**src/rtl/viterbi_pkg.sv**
```systemverilog
// viterbi_pkg: sizing defaults and sweep states shared by the trellis index controller
package viterbi_pkg;
    localparam int POS_NUM      = 11;
    localparam int POS_NUM_BIT  = 4;
    localparam int WORD_NUM     = 16;
    localparam int WORD_NUM_BIT = 4;
    typedef enum logic [2:0] {IDLE, INIT, FWD, BACK, DONE} state_t;
endpackage

```
**src/rtl/mod_counter.sv**
```systemverilog
// mod_counter: up/down counter that wraps at a runtime limit (up) or at zero (down)
module mod_counter #(
    parameter int W = 4
) (
    input  logic         clk,
    input  logic         rst_n,
    input  logic         en,
    input  logic         clr,
    input  logic         down,
    input  logic [W-1:0] limit,
    output logic [W-1:0] q,
    output logic         wrap
);
    logic [W-1:0] first;
    // clear loads the first value of the chosen direction, so a down sweep starts at limit
    assign first = down ? limit : '0;
    assign wrap  = down ? (q == '0) : (q == limit);
    always_ff @(posedge clk or negedge rst_n)
        if (!rst_n) q <= '0;
        else if (clr) q <= first;
        else if (en) q <= wrap ? first : (down ? q - W'(1) : q + W'(1));
endmodule

```
**src/rtl/trellis_index_control.sv**
```systemverilog
// trellis_index_control: word x cur_pos x prev_pos index sequencer for the Viterbi trellis.
// Define TRELLIS_BACKTRACE_EN to build the backtrace (BACK) sweep; otherwise mode_in is ignored.
module trellis_index_control #(
    parameter int POS_NUM      = viterbi_pkg::POS_NUM,
    parameter int POS_NUM_BIT  = viterbi_pkg::POS_NUM_BIT,
    parameter int WORD_NUM     = viterbi_pkg::WORD_NUM,
    parameter int WORD_NUM_BIT = viterbi_pkg::WORD_NUM_BIT
) (
    input  logic                    clk,
    input  logic                    reset_trellis_index_control,
    input  logic                    start_in,
    input  logic                    mode_in,
    input  logic [WORD_NUM_BIT-1:0] last_word_in,
    input  logic                    stall_in,
    output logic                    busy_out,
    output logic                    valid_out,
    output logic [WORD_NUM_BIT-1:0] word_idx_out,
    output logic [POS_NUM_BIT-1:0]  cur_pos_out,
    output logic [POS_NUM_BIT-1:0]  prev_pos_out,
    output logic                    init_col_out,
    output logic                    col_last_out,
    output logic                    done_out
);
    import viterbi_pkg::*;
    localparam logic [POS_NUM_BIT-1:0] POS_LAST = POS_NUM_BIT'(POS_NUM - 1);
    state_t state;
    logic [WORD_NUM_BIT-1:0] last_q, eff_last, word_lim;
    logic mode_eff, word_down, run, sweep_clr;
    logic prev_en, cur_en, word_en, prev_wrap, cur_wrap, word_wrap;
`ifdef TRELLIS_BACKTRACE_EN
    assign mode_eff  = mode_in;
    assign word_down = state == BACK || (state == IDLE && start_in && mode_in);
`else
    logic unused_mode;
    assign unused_mode = mode_in;
    assign mode_eff    = 1'b0;
    assign word_down   = 1'b0;
`endif
    assign eff_last  = (int'(last_word_in) > WORD_NUM - 1) ? WORD_NUM_BIT'(WORD_NUM - 1) : last_word_in;
    // the word counter needs the new limit in IDLE so a backtrace can preload L
    assign word_lim  = state == IDLE ? eff_last : last_q;
    assign run       = (state == INIT || state == FWD || state == BACK) && !stall_in;
    assign sweep_clr = state == IDLE || state == DONE;
    assign prev_en   = run && state == FWD;
    assign cur_en    = run && (state == INIT || (state == FWD && prev_wrap));
    assign word_en   = run && (state == BACK || (state == INIT && cur_wrap) ||
                               (state == FWD && prev_wrap && cur_wrap));
    mod_counter #(.W(POS_NUM_BIT)) u_prev (
        .clk(clk), .rst_n(reset_trellis_index_control), .en(prev_en), .clr(sweep_clr),
        .down(1'b0), .limit(POS_LAST), .q(prev_pos_out), .wrap(prev_wrap)
    );
    mod_counter #(.W(POS_NUM_BIT)) u_cur (
        .clk(clk), .rst_n(reset_trellis_index_control), .en(cur_en), .clr(sweep_clr),
        .down(1'b0), .limit(POS_LAST), .q(cur_pos_out), .wrap(cur_wrap)
    );
    mod_counter #(.W(WORD_NUM_BIT)) u_word (
        .clk(clk), .rst_n(reset_trellis_index_control), .en(word_en), .clr(sweep_clr),
        .down(word_down), .limit(word_lim), .q(word_idx_out), .wrap(word_wrap)
    );
    always_ff @(posedge clk or negedge reset_trellis_index_control)
        if (!reset_trellis_index_control) begin
            state  <= IDLE;
            last_q <= '0;
        end else
            case (state)
                IDLE: if (start_in) begin
                    last_q <= eff_last;
                    state  <= mode_eff ? BACK : INIT;
                end
                INIT: if (run && cur_wrap) state <= (last_q != '0) ? FWD : DONE;
                FWD:  if (run && prev_wrap && cur_wrap && word_wrap) state <= DONE;
`ifdef TRELLIS_BACKTRACE_EN
                BACK: if (run && word_wrap) state <= DONE;
`endif
                default: state <= IDLE;
            endcase
    assign busy_out     = state != IDLE;
    assign valid_out    = run;
    assign init_col_out = run && state == INIT;
    assign col_last_out = run && (state != FWD || prev_wrap);
    assign done_out     = state == DONE;
endmodule
```
**config.mk**
```make
export PLATFORM = sky130hd
export DESIGN_NAME = trellis_index_control
export DESIGN_NICKNAME = d
export VERILOG_FILES = /design/src/rtl/viterbi_pkg.sv /design/src/rtl/mod_counter.sv /design/src/rtl/trellis_index_control.sv
export SDC_FILE = /design/constraint.sdc
export NUM_CORES = 1
export LEC_CHECK = 0
export ABC_CLOCK_PERIOD_IN_PS = 2100
export BUFFER_PORTS_ARGS = -buffer_cell sky130_fd_sc_hd__buf_2
export CAP_MARGIN = 25
export CORE_MARGIN = 10
export CORE_UTILIZATION = 39
export CTS_BUF_LIST = sky130_fd_sc_hd__clkbuf_4
export CTS_CLUSTER_DIAMETER = 50
export DETAILED_ROUTE_END_ITERATION = 8
export GPL_TIMING_DRIVEN = 0
export SLEW_MARGIN = 30
export SYNTH_ARGS = -nofsm -noshare
export SYNTH_HDL_FRONTEND = slang
export SYNTH_SLANG_ARGS = --single-unit
```
**constraint.sdc**
```tcl
create_clock -name clk -period 2.1 [get_ports clk]
set_input_delay 0.42 -clock clk [delete_from_list [all_inputs] [get_ports clk]]
set_output_delay 0.42 -clock clk [all_outputs]
set_load 0.02 [all_outputs]
```
Yosys cells after proc, flatten, opt, wreduce, memory -nomap -nowiden --
Index checks and enable logic that the tools add are counted.
Cells by class: add/sub/neg operators 3, equality and inequality tests 11, muxes and demuxes 15, reduce and logical (&&, ||, !) cells 29
Operators with widths (number):
- two-way mux 4 bit | 10
- logical AND 1 bit | 13
- adder 4 x 1 -> 4 bit, second input constant | 3
- two-way mux 3 bit | 4
- case mux 3 bit (3 select lines) | 1
- == test 4 bit, second input constant | 2
- logical OR 1 bit | 7
- == test 3 x 2 -> 1 bit, second input constant | 2
- nonzero test 2 bit | 3
- == test 4 bit | 1
- inequality test 2 x 1 -> 1 bit, second input constant | 2
- nonzero test 4 bit | 1
- == test 3 x 1 -> 1 bit, second input constant | 1
- == test 3 bit, second input constant | 1
- zero test 3 bit | 1
- inequality test 3 x 2 -> 1 bit, second input constant | 1
- AND reduction 3 bit | 1
- nonzero test 3 bit | 1
- inequality test 2 bit, second input constant | 1
- AND reduction 2 bit | 1
- zero test 1 bit | 1
Storage, ports and cells: register bits 19, input port bits 9, output and inout bits 17, logic and storage cells 63

Longest topological paths before layout --
Gate-level depths: netlist of the first run.
depth after elaboration 9, gate-level depth with buffers 9, gate-level depth less buffers 8

Modules after synthesis --
Synthesis of the first run repeated with hierarchy kept, for this count alone.
Second synthesis, totals: cell total of the unflattened synthesis 208, area total of the unflattened synthesis 1808.0 µm²
By module, submodules not included:
- mod_counter | times used 3, cells an instance 53, area each 445.4 µm²
- trellis_index_control | times used 1, cells an instance 49, area each 471.7 µm²

Least setup slack after synthesis of the first run --
OpenSTA, ideal clock, no wires.
path type reg-to-reg, from register u_prev.q[0], to register u_word.q[2], library setup time 0.122 ns, arrival time 2.056 ns, data required time 1.978 ns, slack -0.077 ns, cell stages (with the launch flop) 9, clock period less this slack 2.177 ns, cell sequence dfrtp_1 > inv_1 > ha_1 > and3b_1 > buf_2 > and3_1 > a311oi_2 > o21ai_0 > a32o_1
Between the ends: longest elaborated chain between the ends 6
RTL lines:
- start, declared | line mod_counter.sv:11 | output logic [W-1:0] q,
- start signal, assigned | line mod_counter.sv:20 | else if (clr) q <= first;
- start signal, assigned | line mod_counter.sv:21 | else if (en) q <= wrap ? first : (down ? q - W'(1) : q + W'(1));
- == test 4 bit | line mod_counter.sv:17 | assign wrap = down ? (q == '0) : (q == limit);
- logical AND 1 bit (2 in series) | line trellis_index_control.sv:47 | (state == FWD && prev_wrap && cur_wrap));
- logical OR 1 bit | line trellis_index_control.sv:46 | assign word_en = run && (state == BACK || (state == INIT && cur_wrap) ||
- logical AND 1 bit | line trellis_index_control.sv:46
- nonzero test 2 bit (no line)
- end signal, assigned | line mod_counter.sv:20
- end signal, assigned | line mod_counter.sv:21
- end, declared | line mod_counter.sv:11
No other way between the ends. A chain may end at the register's enable or synchronous reset.

Worst setup path after layout of the first run --
from register u_prev.q[0], to output col_last_out
Between the ends: longest elaborated chain between the ends 3
RTL lines:
- == test 4 bit | line mod_counter.sv:17
- logical OR 1 bit | line trellis_index_control.sv:80 | assign col_last_out = run && (state != FWD || prev_wrap);
- logical AND 1 bit | line trellis_index_control.sv:80
- end, declared | line trellis_index_control.sv:21 | output logic col_last_out,
No other way between the ends.

==> flow_metrics.env, run 1 <==
export IMPL_status="completed"
export IMPL_finalHoldViolCount=0
export IMPL_max_freq_ghz=0.494
export IMPL_drive_above_1_share=0.308
export IMPL_routedWlPerCell_um=14.6
export IMPL_grtUsageTotal=0.107
export IMPL_dr_pass1_iters=4
export IMPL_cp_start_kind="register"
export IMPL_p_int_uw=935
export IMPL_start_util=0.408
export IMPL_fin_cells=216
export IMPL_cts_tree="done"
export IMPL_r2r_setup_slack_ns=0.12
export IMPL_drtAntennaViolNets=0
export IMPL_drt_total_wl_um=3150
export IMPL_reg2reg_from="u_prev.q[0]$_DFFE_PN0P_"
export IMPL_period_needed_ns=2.02
export IMPL_die_h_um=76.8
export IMPL_cts_root_buffer="clkbuf_4"
export IMPL_gp_congestion=0.907
export IMPL_path_cells="inv_1, ha_1, and3b_1, buf_4, a21oi_1, nor2_1, buf_4"
export IMPL_pwr_share_comb=0.544
export IMPL_synth_largest_area_cell="dfrtp_1"
export IMPL_row_count=20
export IMPL_seq_area_frac_synth=0.378
export IMPL_layout_setup_ws_ns=0.0760
export IMPL_grt_ovfl_total=0
export IMPL_hold_class="input pin to async pin"
export IMPL_dpl_worst_slack_ns=-0.0930
export IMPL_synthesis_area_mm2=0.00126
export IMPL_ys_seq_elements=19
export IMPL_p_sw_frac=0.454
export IMPL_drcViolationCount=0
export IMPL_core_mm2=0.00308
export IMPL_sequentialPowerShare=0.342
export IMPL_crit_fanout=9
export IMPL_cp_data_required_time_ns=1.68
export IMPL_syn_inst=139
export IMPL_cap_violations=0
export IMPL_cts_sinks=19
export IMPL_nets=187
export IMPL_slowest_delay_ns=0.38
export IMPL_place_area_mm2=0.00143
export IMPL_fillers=305
export IMPL_syn_nets=153
export IMPL_dp_hpwl_um=2330
export IMPL_ys_async_sr_fraction=1.00
export IMPL_die_w_um=76.8
export IMPL_maxSlewViolCount=0
export IMPL_portBuffers=24
export IMPL_design_area_mm2=0.00154
export IMPL_place_inst=207
export IMPL_clkSlewWorstSetupHoldPaths_ns=0.12
export IMPL_drt_iter0_drc=42
export IMPL_insertedDiodeCount=0
export IMPL_design_portCount=26
export IMPL_htree_num_levels=1
export IMPL_vias=1145
export IMPL_area_growth_pct=22.5
export IMPL_grt_pass1_wl_um=5420
export IMPL_synth_edff_count=0
export IMPL_power_leakage_uw=0.000754
export IMPL_antenna_found_initial=0
export IMPL_synthTopCellsByArea="dfrtp_1, ha_1, o21ai_0"
export IMPL_max_vdd_ir_drop_v=0.000637
export IMPL_finalSetupTns_ns=0
export IMPL_clock_power_share=0.114
export IMPL_slew_headroom=0.711
export IMPL_setup_viol=0
export IMPL_power_density_mw_per_mm2=1110
export IMPL_cts_buffer_depth=2
export IMPL_reg2reg_to="u_word.q[2]$_DFFE_PN0P_"
export IMPL_skew_ns=0.00617
export IMPL_crit_slowest_cell="dfrtp_2"
export IMPL_min_period_over_period=0.964
export IMPL_cp_end_kind="output pin"
export IMPL_cts_buffers=3
export IMPL_insertion_delay_ns=0.31
export IMPL_worstMarginPinSlew_ns=0.433
export IMPL_viasPerCell=5.30
export IMPL_switchingPower_uw=776
export IMPL_die_area_mm2=0.00589
export IMPL_ys_types=43
export IMPL_critical_path_class="register to output pin"
export IMPL_grt_pass1_vias=1140
export IMPL_synth_area_per_cell_um2=9.04
export IMPL_synth_top_area_frac=0.378
export IMPL_rr_worst_depth=8
export IMPL_holdWs_ns=0.0314
export IMPL_ys_flop_type="dfrtp_1"
export IMPL_yosysWarnings=0
export IMPL_grt_start_max_net_pins=20
export IMPL_crit_top_cell="buf_4"
export IMPL_arrival_ns=1.60
## per-stage QoR
step                      power (uW)   util
final                           1710  0.500
after global routing            1860  0.500
after CTS                       1650  0.485
after detailed placement        1420  0.465
after global placement          1390  0.465
after floorplan                 1180      -
## worst max-delay path, delay by kind of cell (launching register included)
kind	cells	cell delay, ns
DFF	1	0.38
buffers and inverters	3	0.38
and+or+nand+nor	2	0.22
adders and majority gates	1	0.18
AOI/OAI and AO/OA	1	0.14
## registers in the layout (all words and copies together), names as in the netlist
register	cells
u_word.q	4
state	3
u_prev.q	4
u_cur.q	4
last_q	4
## synth_stat cells (all sizes together) (2+ instances only)
| master | number |
|---|---|
| buf | 3 |
| nor4 | 4 |
| and2 | 2 |
| nor2 | 10 |
| a22o | 3 |
| a21oi | 10 |
| o21ai | 11 |
| nand2 | 14 |
| ha | 5 |
| xor2 | 5 |
| nand3 | 2 |
| inv | 7 |
| clkbuf | 3 |
| mux2 | 3 |
| and3b | 2 |
| o21a | 2 |
| nand2b | 3 |
| a32o | 3 |
| dfrtp | 19 |
| nor2b | 3 |
| or2 | 4 |
| mux2i | 3 |
| a31oi | 2 |
| o22ai | 3 |
| nand3b | 2 |
## cell usage in the layout, fill, tap and decap left out, types with 3 or more instances in the layout
cell type  synthesis  routed
mux2i_1            3       3
clkbuf_4           0       3
nor4_1             3       3
a32o_1             3       3
o21ai_0           11       9
dfrtp_2            0       3
ha_1               5       5
buf_2              1      23
dfrtp_1           19      16
a21oi_1           10      10
buf_4              1       9
mux2_2             3       3
inv_1              6       6
nand2b_1           3       3
nand2_1           14      14
xor2_1             5       5
nor2b_1            3       3
nor2_1             9       9
a22o_1             3       3
## worst max-delay path by stage
stage                                  startpoint                       to  slack (ns)  cells past startpoint
after global placement    u_prev.q[0]$_DFFE_PN0P_  u_word.q[2]$_DFFE_PN0P_       -0.05                      8
after CTS                 u_prev.q[1]$_DFFE_PN0P_  u_word.q[3]$_DFFE_PN0P_      0.0002                      7
after detailed placement   u_cur.q[0]$_DFFE_PN0P_  u_word.q[3]$_DFFE_PN0P_       -0.09                      8
after global routing      u_prev.q[0]$_DFFE_PN0P_             col_last_out      -0.002                      7
final                     u_prev.q[0]$_DFFE_PN0P_             col_last_out        0.08                      7
after floorplan            u_cur.q[0]$_DFFE_PN0P_  u_word.q[2]$_DFFE_PN0P_        0.05                      8
## layout make-up
cell class | count | area, um2 | share of cell area
multi-input cells | 107 | 749 | 0.487
clock inverters | 1 | 5.00 | 0.00325
clock buffers | 3 | 22.5 | 0.0146
well taps | 44 | 55.1 | 0.0358
repair buffers | 30 | 168 | 0.109
inverters | 7 | 26.3 | 0.0171
plain buffers | 5 | 33.8 | 0.0220
flip-flops and latches | 19 | 479 | 0.311
## power by group through the flow
stage,sequential (uW),combinational (uW),clock [uW]
global placement,595,797,0
finish,585,931,195
detailed placement,607,809,0
floorplan,632,546,0
global route,602,1040,213
CTS,590,860,205
## kinds of logic after synthesis
family,after synthesis,share of synthesized area
xor gates and xnor gates,5,0.0349
adders and majority gates,5,0.0498
DFF,19,0.378
muxes,6,0.0508
AOI/OAI and AO/OA,42,0.225
buffers and inverters,13,0.0488
and+or+nand+nor,49,0.212
## timing repair
item / 4_1_cts / 5_1_grt
hold buffers: 0 / 0
endpoints found under the setup margin: 6 / 4
resized for setup: 2 / 10
pin swaps: 1 / 4
buffers inserted: 3 / 3
## per-layer routing
metal  share of wire  wire, um  vias up  global-route usage
met5               0         0        -                   0
met4          0.0076        24        0              0.0242
met3           0.051       162        4              0.0291
met2            0.46      1440       28               0.168
met1            0.48      1520      542               0.142
li1                -         -      571                   -
Note: power is estimated with default switching activity, not from simulation.
==> run 2: changes to the inputs <==
--- a/config.mk
+++ b/config.mk
@@ -14,6 +14,7 @@
 export CTS_CLUSTER_DIAMETER = 50
 export DETAILED_ROUTE_END_ITERATION = 8
 export GPL_TIMING_DRIVEN = 0
+export SETUP_SLACK_MARGIN = 0.4
 export SLEW_MARGIN = 30
 export SYNTH_ARGS = -nofsm -noshare
 export SYNTH_HDL_FRONTEND = slang
==> flow_metrics.env, run 2 (synthesis gave the netlist of run 1 again) <==
export IMPL_rsz0062_at_grt="true"
export IMPL_drtAntennaViolNets=0
export IMPL_cts_sinks=19
export IMPL_nets=209
export IMPL_antenna_found_initial=0
export IMPL_row_count=20
export IMPL_fillers=275
export IMPL_reg2reg_from="state[0]$_DFFE_PN0P_"
export IMPL_grt_ovfl_total=0
export IMPL_drcViolationCount=0
export IMPL_min_period_over_period=0.922
export IMPL_crit_family="simple AND/OR/NAND/NOR gates"
export IMPL_cts_buffer_depth=2
export IMPL_die_w_um=76.8
export IMPL_final_common_cell="buf_4"
export IMPL_cap_violations=0
export IMPL_worstMarginPinSlew_ns=0.467
export IMPL_portBuffers=24
export IMPL_cts_buffers=3
export IMPL_cp_end_kind="register"
export IMPL_cp_start_kind="register"
export IMPL_cp_num_buf_inv=2
export IMPL_maxSlewViolCount=0
export IMPL_grt_pass1_wl_um=6170
export IMPL_grt_pass1_vias=1317
export IMPL_insertedDiodeCount=0
export IMPL_skew_ns=0.00866
export IMPL_power_density_mw_per_mm2=1060
export IMPL_die_h_um=76.8
export IMPL_dp_hpwl_um=2460
export IMPL_layout_common_cells="buf_4, buf_2, dfrtp_1"
export IMPL_slew_headroom=0.689
export IMPL_rr_worst_depth=8
export IMPL_area_growth_pct=48.1
export IMPL_power_leakage_uw=0.000886
export IMPL_reg2reg_to="u_word.q[2]$_DFFE_PN0P_"
export IMPL_path_cells="buf_6, or2_4, nor2_4, inv_4, nor4_4, o22ai_2, or2_1, a32o_1"
export IMPL_hold_class="input pin to async pin"
export IMPL_design_portCount=26
export IMPL_max_vdd_ir_drop_v=0.000524
export IMPL_insertion_delay_ns=0.31
export IMPL_r2r_setup_slack_ns=0.16
export IMPL_cts_tree="done"
export IMPL_period_needed_ns=1.94
export IMPL_dr_pass1_iters=4
export IMPL_gp_congestion=0.829
export IMPL_finalHoldViolCount=0
export IMPL_grt_start_max_net_pins=20
export IMPL_design_area_mm2=0.00186
export IMPL_crit_slowest_cell="dfrtp_1"
export IMPL_vias=1333
export IMPL_clkSlewWorstSetupHoldPaths_ns=0.12
export IMPL_routedWlPerCell_um=16.1
export IMPL_setup_viol=0
export IMPL_cts_root_buffer="clkbuf_4"
export IMPL_viasPerCell=5.60
export IMPL_start_util=0.408
export IMPL_grtUsageTotal=0.125
export IMPL_die_area_mm2=0.00589
export IMPL_slowest_delay_ns=0.39
export IMPL_holdWs_ns=0.0390
export IMPL_status="completed"
export IMPL_htree_num_levels=1
export IMPL_critical_path_class="register to register"
export IMPL_cp_data_required_time_ns=2.30
export IMPL_drt_iter0_drc=75
export IMPL_final_util=0.604
export IMPL_crit_fanout=5
export IMPL_core_mm2=0.00308
export IMPL_place_area_mm2=0.00147
export IMPL_drt_total_wl_um=3840
export IMPL_ctsHoldBuffers=0
export IMPL_finalSetupTns_ns=0
export IMPL_arrival_ns=2.14
export IMPL_drive_above_1_share=0.510
export IMPL_power_uw=1970
export IMPL_max_freq_ghz=0.516
run 2: changes by cell type in the layout (fill, tap and decap cells not counted), moves of 3 or more:
cell and change:
buf_2 -3, buf_4 +15, a21oi_1 -4, nor2_2 +4, a21oi_2 +3, nor2_1 -6, o21ai_0 -4, buf_6 +8
run 2: power by group:
part           internal, uW  switching (uW)
logic                   553             637
registers               469             116
clock network          71.2             126
run 2: how the worst max path moves through the flow:
stage	depth (start not counted)	end	start
3_5_place_dp	8	u_word.q[3]$_DFFE_PN0P_	state[1]$_DFFE_PN0P_
2_1_floorplan	8	u_word.q[3]$_DFFE_PN0P_	state[1]$_DFFE_PN0P_
5_1_grt	8	u_word.q[1]$_DFFE_PN0P_	state[1]$_DFFE_PN0P_
6_report	8	u_word.q[2]$_DFFE_PN0P_	state[0]$_DFFE_PN0P_
4_1_cts	6	col_last_out	u_prev.q[1]$_DFFE_PN0P_
3_3_place_gp	8	u_word.q[3]$_DFFE_PN0P_	state[0]$_DFFE_PN0P_
run 2: cell type report:
class / count / area (um2) / area share
timing repair buffer: 51 / 368 / 0.198
buffer: 6 / 58.8 / 0.0316
multi-input combinational: 107 / 841 / 0.452
inverter: 7 / 28.8 / 0.0155
tap: 44 / 55.1 / 0.0296
sequential: 19 / 482 / 0.259
clock buffer: 3 / 22.5 / 0.0121
clock inverter: 1 / 5.00 / 0.00269
run 2: through the flow:
step	std cells	worst slack, ns
4_1_cts	232	0.169
6_report	238	0.164
3_5_place_dp	207	0.113
2_1_floorplan	139	0.240
3_3_place_gp	207	0.120
5_1_grt	238	0.0757
run 2: routing by layer:
| metal | vias to the layer above | GRT usage | part of all wire |
|---|---|---|---|
| met4 | 0 | 0.0428 | 0.020 |
| li1 | 618 | - | - |
| met1 | 667 | 0.143 | 0.40 |
| met5 | - | 0 | 0 |
| met2 | 39 | 0.216 | 0.52 |
| met3 | 9 | 0.0373 | 0.062 |
run 2: timing repair:
| action | 4_1_cts | 5_1_grt |
|---|---|---|
| pin swaps | 13 | 15 |
| buffers inserted | 21 | 6 |
| resized for setup | 24 | 19 |
| endpoints found under the setup margin | 12 | 18 |
